### src/rtl/rpn_tokenizer.sv
// ASCII byte stream to RPN token stream (unsigned decimal numbers, operators, newline terminator).
// Define RPN_TOKENIZER_SAT_EN to saturate oversized numbers at all-ones instead of wrapping.
module rpn_tokenizer #(
    parameter int WIDTH = 32
) (
    input  logic             CLK,
    input  logic             RST,
    input  logic             input_stb,
    input  logic [7:0]       input_data,
    output logic             input_ack,
    output logic             output_stb,
    output logic [WIDTH-1:0] output_data,
    output logic             is_output_operator,
    input  logic             output_ack,
    output logic             error,
    output logic [1:0]       state_dbg
);

    // Handshake: a byte moves on a rising edge with input_stb && input_ack; a token
    // moves on a rising edge with output_stb && output_ack. While output_stb is high
    // and output_ack is low, output_data and is_output_operator do not change.
    typedef enum logic [1:0] {
        IDLE     = 2'd0,
        NUM      = 2'd1,
        EMIT_NUM = 2'd2,
        EMIT_OP  = 2'd3
    } state_t;

    state_t           state;
    logic [WIDTH-1:0] acc;
    logic [7:0]       op_code;
    logic             op_pending;

    logic             is_digit;
    logic             is_delim;
    logic             is_space;
    logic [WIDTH+3:0] acc_prod;
    logic [WIDTH-1:0] acc_mac;

    always_comb begin
        is_digit = (input_data >= 8'h30) && (input_data <= 8'h39);
        is_space = (input_data == 8'h20);
        is_delim = 1'b0;
        case (input_data)
            8'h2B, 8'h2D, 8'h2A, 8'h2F, 8'h28, 8'h29, 8'h0A: is_delim = 1'b1;
            default: is_delim = 1'b0;
        endcase
    end

    // acc*10 + digit computed with 4 spare bits so overflow is visible.
    always_comb begin
        acc_prod = ({4'b0000, acc} << 3) + ({4'b0000, acc} << 1)
                 + {{WIDTH{1'b0}}, input_data[3:0]};
`ifdef RPN_TOKENIZER_SAT_EN
        acc_mac = (|acc_prod[WIDTH+3:WIDTH]) ? {WIDTH{1'b1}} : acc_prod[WIDTH-1:0];
`else
        acc_mac = acc_prod[WIDTH-1:0];
`endif
    end

    assign input_ack = (state == IDLE) || (state == NUM);
    assign state_dbg = state;

    always_ff @(posedge CLK or posedge RST) begin
        if (RST) begin
            state              <= IDLE;
            acc                <= '0;
            op_code            <= '0;
            op_pending         <= 1'b0;
            output_stb         <= 1'b0;
            output_data        <= '0;
            is_output_operator <= 1'b0;
            error              <= 1'b0;
        end else begin
            case (state)
                IDLE: begin
                    if (input_stb) begin
                        if (is_digit) begin
                            acc   <= {{(WIDTH-4){1'b0}}, input_data[3:0]};
                            state <= NUM;
                        end else if (is_delim) begin
                            output_data        <= {{(WIDTH-8){1'b0}}, input_data};
                            is_output_operator <= 1'b1;
                            output_stb         <= 1'b1;
                            state              <= EMIT_OP;
                        end else if (!is_space) begin
                            error <= 1'b1;
                        end
                    end
                end
                NUM: begin
                    if (input_stb) begin
                        if (is_digit) begin
                            acc <= acc_mac;
                        end else if (is_space || is_delim) begin
                            op_code            <= input_data;
                            op_pending         <= is_delim;
                            output_data        <= acc;
                            is_output_operator <= 1'b0;
                            output_stb         <= 1'b1;
                            state              <= EMIT_NUM;
                        end else begin
                            error <= 1'b1;
                        end
                    end
                end
                EMIT_NUM: begin
                    if (output_ack) begin
                        acc <= '0;
                        if (op_pending) begin
                            output_data        <= {{(WIDTH-8){1'b0}}, op_code};
                            is_output_operator <= 1'b1;
                            op_pending         <= 1'b0;
                            state              <= EMIT_OP;
                        end else begin
                            output_stb <= 1'b0;
                            state      <= IDLE;
                        end
                    end
                end
                EMIT_OP: begin
                    if (output_ack) begin
                        output_stb <= 1'b0;
                        state      <= IDLE;
                    end
                end
                default: state <= IDLE;
            endcase
        end
    end

endmodule

### config.mk
export PLATFORM = sky130hd
export DESIGN_NAME = rpn_tokenizer
export DESIGN_NICKNAME = d
export VERILOG_FILES = /design/src/rtl/rpn_tokenizer.sv
export SDC_FILE = /design/constraint.sdc
export NUM_CORES = 1
export LEC_CHECK = 0
export CORE_ASPECT_RATIO = 0.6
export CORE_MARGIN = 1.5
export CORE_UTILIZATION = 40
export DETAILED_ROUTE_END_ITERATION = 12
export SLEW_MARGIN = 20
export SYNTH_ARGS = -nofsm -noshare
export SYNTH_HDL_FRONTEND = slang
export SYNTH_SLANG_ARGS = --single-unit
### constraint.sdc
create_clock -name CLK -period 6.06 [get_ports CLK]
set_clock_uncertainty 0.2 [all_clocks]
set_input_delay 1.212 -clock CLK [delete_from_list [all_inputs] [get_ports CLK]]
set_output_delay 1.212 -clock CLK [all_outputs]
set_load 0.02 [all_outputs]
Word-level counts from Yosys, hierarchy flattened
Index checks and enable logic that the tools add are counted.

word-level totals
  register bits after elaboration = 78
  memory bits (writable) = 0
  bits of input ports = 12
  word-level logic and storage cells = 109
  latch bits = 0
  output and inout bits = 38
  memories = 0
  bits in read-only memories = 0

operators by class
  reductions and logical operators = 15
  shift operators = 0
  multiplexer cells = 54
  div/mod/pow operators = 0
  add/subtract/negate cells = 2
  $lt $le $gt $ge = 2
  bitwise operators = 1
  $mul = 0
  equality and inequality tests = 27

operator list
  cell                number
  $mux 32             13
  $pmux 32 s3         2
  $eq 8x6->1 const B  7
  $add 32x32->32      1
  $add 32x4->32       1
  $ne 2x2->1 const B  14
  $mux 1              25
  $mux 2              9
  $reduce_and 9->1    2
  $eq 8x4->1 const B  1
  $ge 8x6->1 const B  1
  $le 8x6->1 const B  1
  $pmux 2 s4          1
  $reduce_and 8->1    1
  $reduce_and 7->1    1
  $reduce_or 7->1     1
  $reduce_and 6->1    1
  $reduce_and 5->1    1
  $eq 2x2->1 const B  2
  $pmux 1 s2          2
  $pmux 1 s4          1
  $reduce_and 4->1    1
  $reduce_bool 2->1   2
  $ne 3x3->1 const B  1
  8 further kinds     9

Logic depth before layout (Yosys ltp)
  word-level depth = 8
  gate-level depth with buffers = 10
  depth with buffers taken out = 10

Worst setup path before layout
No wires, ideal clock.

  path type = input to register
  start = input port input_data[3]
  end = register acc[28]
  arrival time = 3649 ps
  data required time = 5738 ps
  stages on the path = 10
  buffers on the path = 0
  setup slack = 2089 ps
  setup time = 122 ps
  path through = inv_1 fa_1 inv_1 fa_1 a211oi_2 o21ai_2 nand3_4 a21oi_2 or4_1 a32o_1

between the ends
  cells in the longest elaborated chain, start to end = 4
  elaborated cells between the ends (all ways) = 10
  those cells by class = add/sub: 1; order compare: 2; eq/ne: 2; mux: 3; reduce/logical: 2

RTL lines
  element                                          line    text
  start: declaration                               9       input logic [7:0] input_data,
  $add 32x4->32, or another cell as far along      53      + {{WIDTH{1'b0}}, input_data[3:0]};
  $mux 32 or $logic_and 1x1->1 (tied branches)     93, 41
  $mux 32 or $ne 2x2->1 (tied branches)            n/a
  $pmux 32 s3 or $reduce_and 6->1 (tied branches)  n/a
  end signal: assignment                           79      acc <= {{(WIDTH-4){1'b0}}, input_data[3:0]};
  end signal: assignment                           94      acc <= acc_mac;
  end: declaration                                 30      logic [WIDTH-1:0] acc;

Parallel ways exist; a longest one is shown, timed or not. The select of a mux whose other input is x is not followed.
A chain may end at the register's enable or synchronous reset.

Worst setup path in the final report
  start = input port input_data[3]
  end = register acc[23]

The elaborated chain is that of the path after synthesis.

==> metrics.yaml <==
end_kind: "register"
die_area_mm2: 0.01457
ant_nets: 0
grt_pass1_vias: 4434
seq_area_frac_synth_pct: 35.27
synthArstFlopShare_pct: 100.0
place_area_mm2: 0.006183
insertion_delay_ns: 0.34
cp_max_fo: 4
start_kind: "primary input"
finalInstanceArea_mm2: 0.006492
place_congestion: 0.8645
grt_max_degree: 45
clkSinkCount: 78
status: "complete, no violations"
io_buffers: 49
drv_slew: 0
post_drt_wl_per_cell_um: 18.13
synth_edf_count: 0
syn-cell-area_mm2: 0.005534
ctsResizeCount: 0
worst-r2r-setup-slack_ns: 2.64
cap_violations: 0
initial_core_util_pct: 40.74
hold_buffers: 0
track_usage_pct: 21.79
ctsLongestPathBuffers: 2
grt_pass1_wl_um: 24570
routed_wl_um: 15160
syn-num-nets: 693
worst_pin_slew_ns: 0.8638
ys_types: 71
cts_setup_buffers: 0
final_cells: 836
fin_crit_ns: 4.496
fin_total_pwr_mw: 2.211
dr_total_vias: 4933
dp_cells: 821
yosys_most_used_dff: "dfrtp_1"
fmax_mhz: 222.4
critPathArrivalTime_ns: 4.53
core_mm2: 0.01358
synthCells: 617
vias_per_cell: 5.901
num_io_pins: 50
drc_errors: 0
fp.dieH_um: 94.11
antenna_found_initial: 0
nFillCells: 1258
final_nets: 733
cts_buffers: 9
num_antenna_cells: 0
final_hold_viol_count: 0
synthToLayoutAreaGrowth_pct: 17.32
leakage_nw: 2.912
rows: 33
hold_class: "reg -> reg"
grt_overflow: 0
ir_worst_vdd_uv: 191.4
slew-limit-headroom_pct: 42.41
period_share_pct: 74.20
synth_seq_cells: 78
synth.avg_cell_area_um2: 8.969
clkTransAtPathRegs_ns: 0.07
yosysWarnings: 0
finalSetupTns_ns: 0
drt-initial-drc-count: 479
drive_gt1_share_pct: 7.716
die_x_um: 154.9
rsz0062_at_grt: "no"
drt_first_pass_iters: 5
dp_hpwl_um: 11530
setup_viol: 0
cp_data_required_time_ns: 6.09
htree_levels: 3
criticalPathCategory: "in -> reg"
powerDensity_mw_per_mm2: 340.5
cts_tree: "yes"
cts_root_buf: "clkbuf_16"
## power breakdown
part	total (mW)	internal, mW	switching, mW
registers	0.650	0.590	0.0601
logic	0.987	0.327	0.660
clock network	0.574	0.350	0.224
total	2.21	1.27	0.943
## final cells by class
class | count | area (um^2) | share of cell area [%]
sequential | 78 | 1952 | 30.06
inverter | 20 | 76.32 | 1.176
tap | 175 | 219.0 | 3.373
clock buffer | 12 | 266.5 | 4.105
clock inverter | 3 | 42.54 | 0.6552
multi-input combinational | 493 | 3401 | 52.38
timing repair buffer | 55 | 535.5 | 8.248
## state kept, by name, indices dropped and copies added (netlist names)
| register | count |
|---|---|
| output_data | 32 |
| error | 1 |
| op_pending | 1 |
| op_code | 8 |
| acc | 32 |
| output_stb | 1 |
| is_output_operator | 1 |
| state_dbg | 2 |
## critical path: stages
cell,delay [ns]
clkdlybuf4s50_1,0.53
inv_1,0.12
fa_1,0.55
inv_1,0.07
ha_1,0.34
a211oi_2,0.26
o21ai_1,0.18
a32oi_1,0.51
a21oi_1,0.18
or3_1,0.34
a32o_1,0.25
## layer usage
metal | track usage (%) | wire length, um
met4 | 3.846 | 148
met5 | 0 | 0
met3 | 4.151 | 1087
met1 | 35.01 | 8102
met2 | 29.43 | 5818
## metrics by stage
step,utilization (%),setup slack (ns),hold slack (ns)
after global routing,47.79,1.353,0.3034
after floorplan,-,2.089,0.2507
after detailed placement,45.52,1.313,0.2638
after global placement,45.52,1.339,0.2458
after CTS,47.79,1.664,0.2822
final,47.79,1.564,0.2708
## cell families after synthesis
| kind of cell | count (synthesis) | share of synthesized area, % |
|---|---|---|
| buffers and inverters | 46 | 3.391 |
| adders and majority gates | 64 | 14.74 |
| DFF | 78 | 35.27 |
| AOI/OAI and AO/OA | 212 | 26.54 |
| xor gates and xnor gates | 12 | 1.899 |
| muxes | 8 | 1.537 |
| and+or+nand+nor | 197 | 16.62 |
## path summary, 6_finish.rpt
| path | from | end | cells after the start |
|---|---|---|---|
| min in group asynchronous | RST | output_stb | 2 |
| hold / removal | error | error | 1 |
| setup reg to reg | acc[0] | acc[23] | 10 |
| setup / recovery | input_data[3] | acc[23] | 11 |
| hold reg to reg | error | error | 1 |
| max in group asynchronous | RST | acc[15] | 3 |
## cell usage in the layout (no fill, tap or decap), drive strengths merged, types with 3 or more instances in the layout
cell           synthesis  final
a2111o                 3      3
a2111oi                3      3
a211o                  3      3
a211oi                 9      9
a21boi                 4      4
a21o                  13     13
a21oi                 41     41
a221oi                 6      6
a22o                   4      4
a32o                   6      6
and2                   6      6
and3                   4      4
buf                   11      6
clkbuf                15     12
clkdlybuf4s50          0     49
dfrtp                 78     78
ha                    62     62
inv                   20     19
mux2                   4      4
mux2i                  4      4
nand2                115    115
nand3                  8      8
nand4                  7      7
nor2                  28     28
nor2b                  6      6
nor3                   8      8
nor4                   3      3
o2111ai                4      4
o211ai                 6      6
o21a                   5      5
o21ai                 74     74
o21bai                 3      3
o31ai                 15     15
or3                    6      6
or4                    3      3
xnor2                  7      7
xor2                   5      5
## synth_stat cells (3+ instances only)
library cell / n / area (um^2)
o2111ai_1: 4 / 35.03
o21bai_1: 3 / 22.52
a21oi_1: 38 / 190.2
a211oi_1: 5 / 37.54
o211ai_1: 5 / 37.54
dfrtp_1: 78 / 1952
mux2i_1: 4 / 40.04
nor2_1: 27 / 101.4
a2111o_1: 3 / 33.78
o21ai_1: 11 / 55.05
a32o_1: 6 / 60.06
and2_1: 5 / 31.28
nand4_1: 6 / 37.54
a22o_1: 4 / 35.03
buf_2: 11 / 55.05
nand2_1: 115 / 431.7
xor2_1: 5 / 43.79
a211o_1: 3 / 26.28
xnor2_1: 7 / 61.31
o31ai_1: 14 / 105.1
o21a_1: 5 / 37.54
o21ai_0: 62 / 310.3
a221oi_1: 5 / 43.79
inv_1: 19 / 71.32
a21o_1: 13 / 97.59
mux2_2: 4 / 45.04
nor2b_1: 6 / 37.54
or3_1: 6 / 37.54
or4_1: 3 / 22.52
nand3_1: 7 / 35.03
nor3_1: 7 / 35.03
a211oi_2: 4 / 50.05
ha_1: 62 / 775.7
clkbuf_1: 14 / 52.55
and3_1: 3 / 18.77
(Power assumes the default switching activity.)
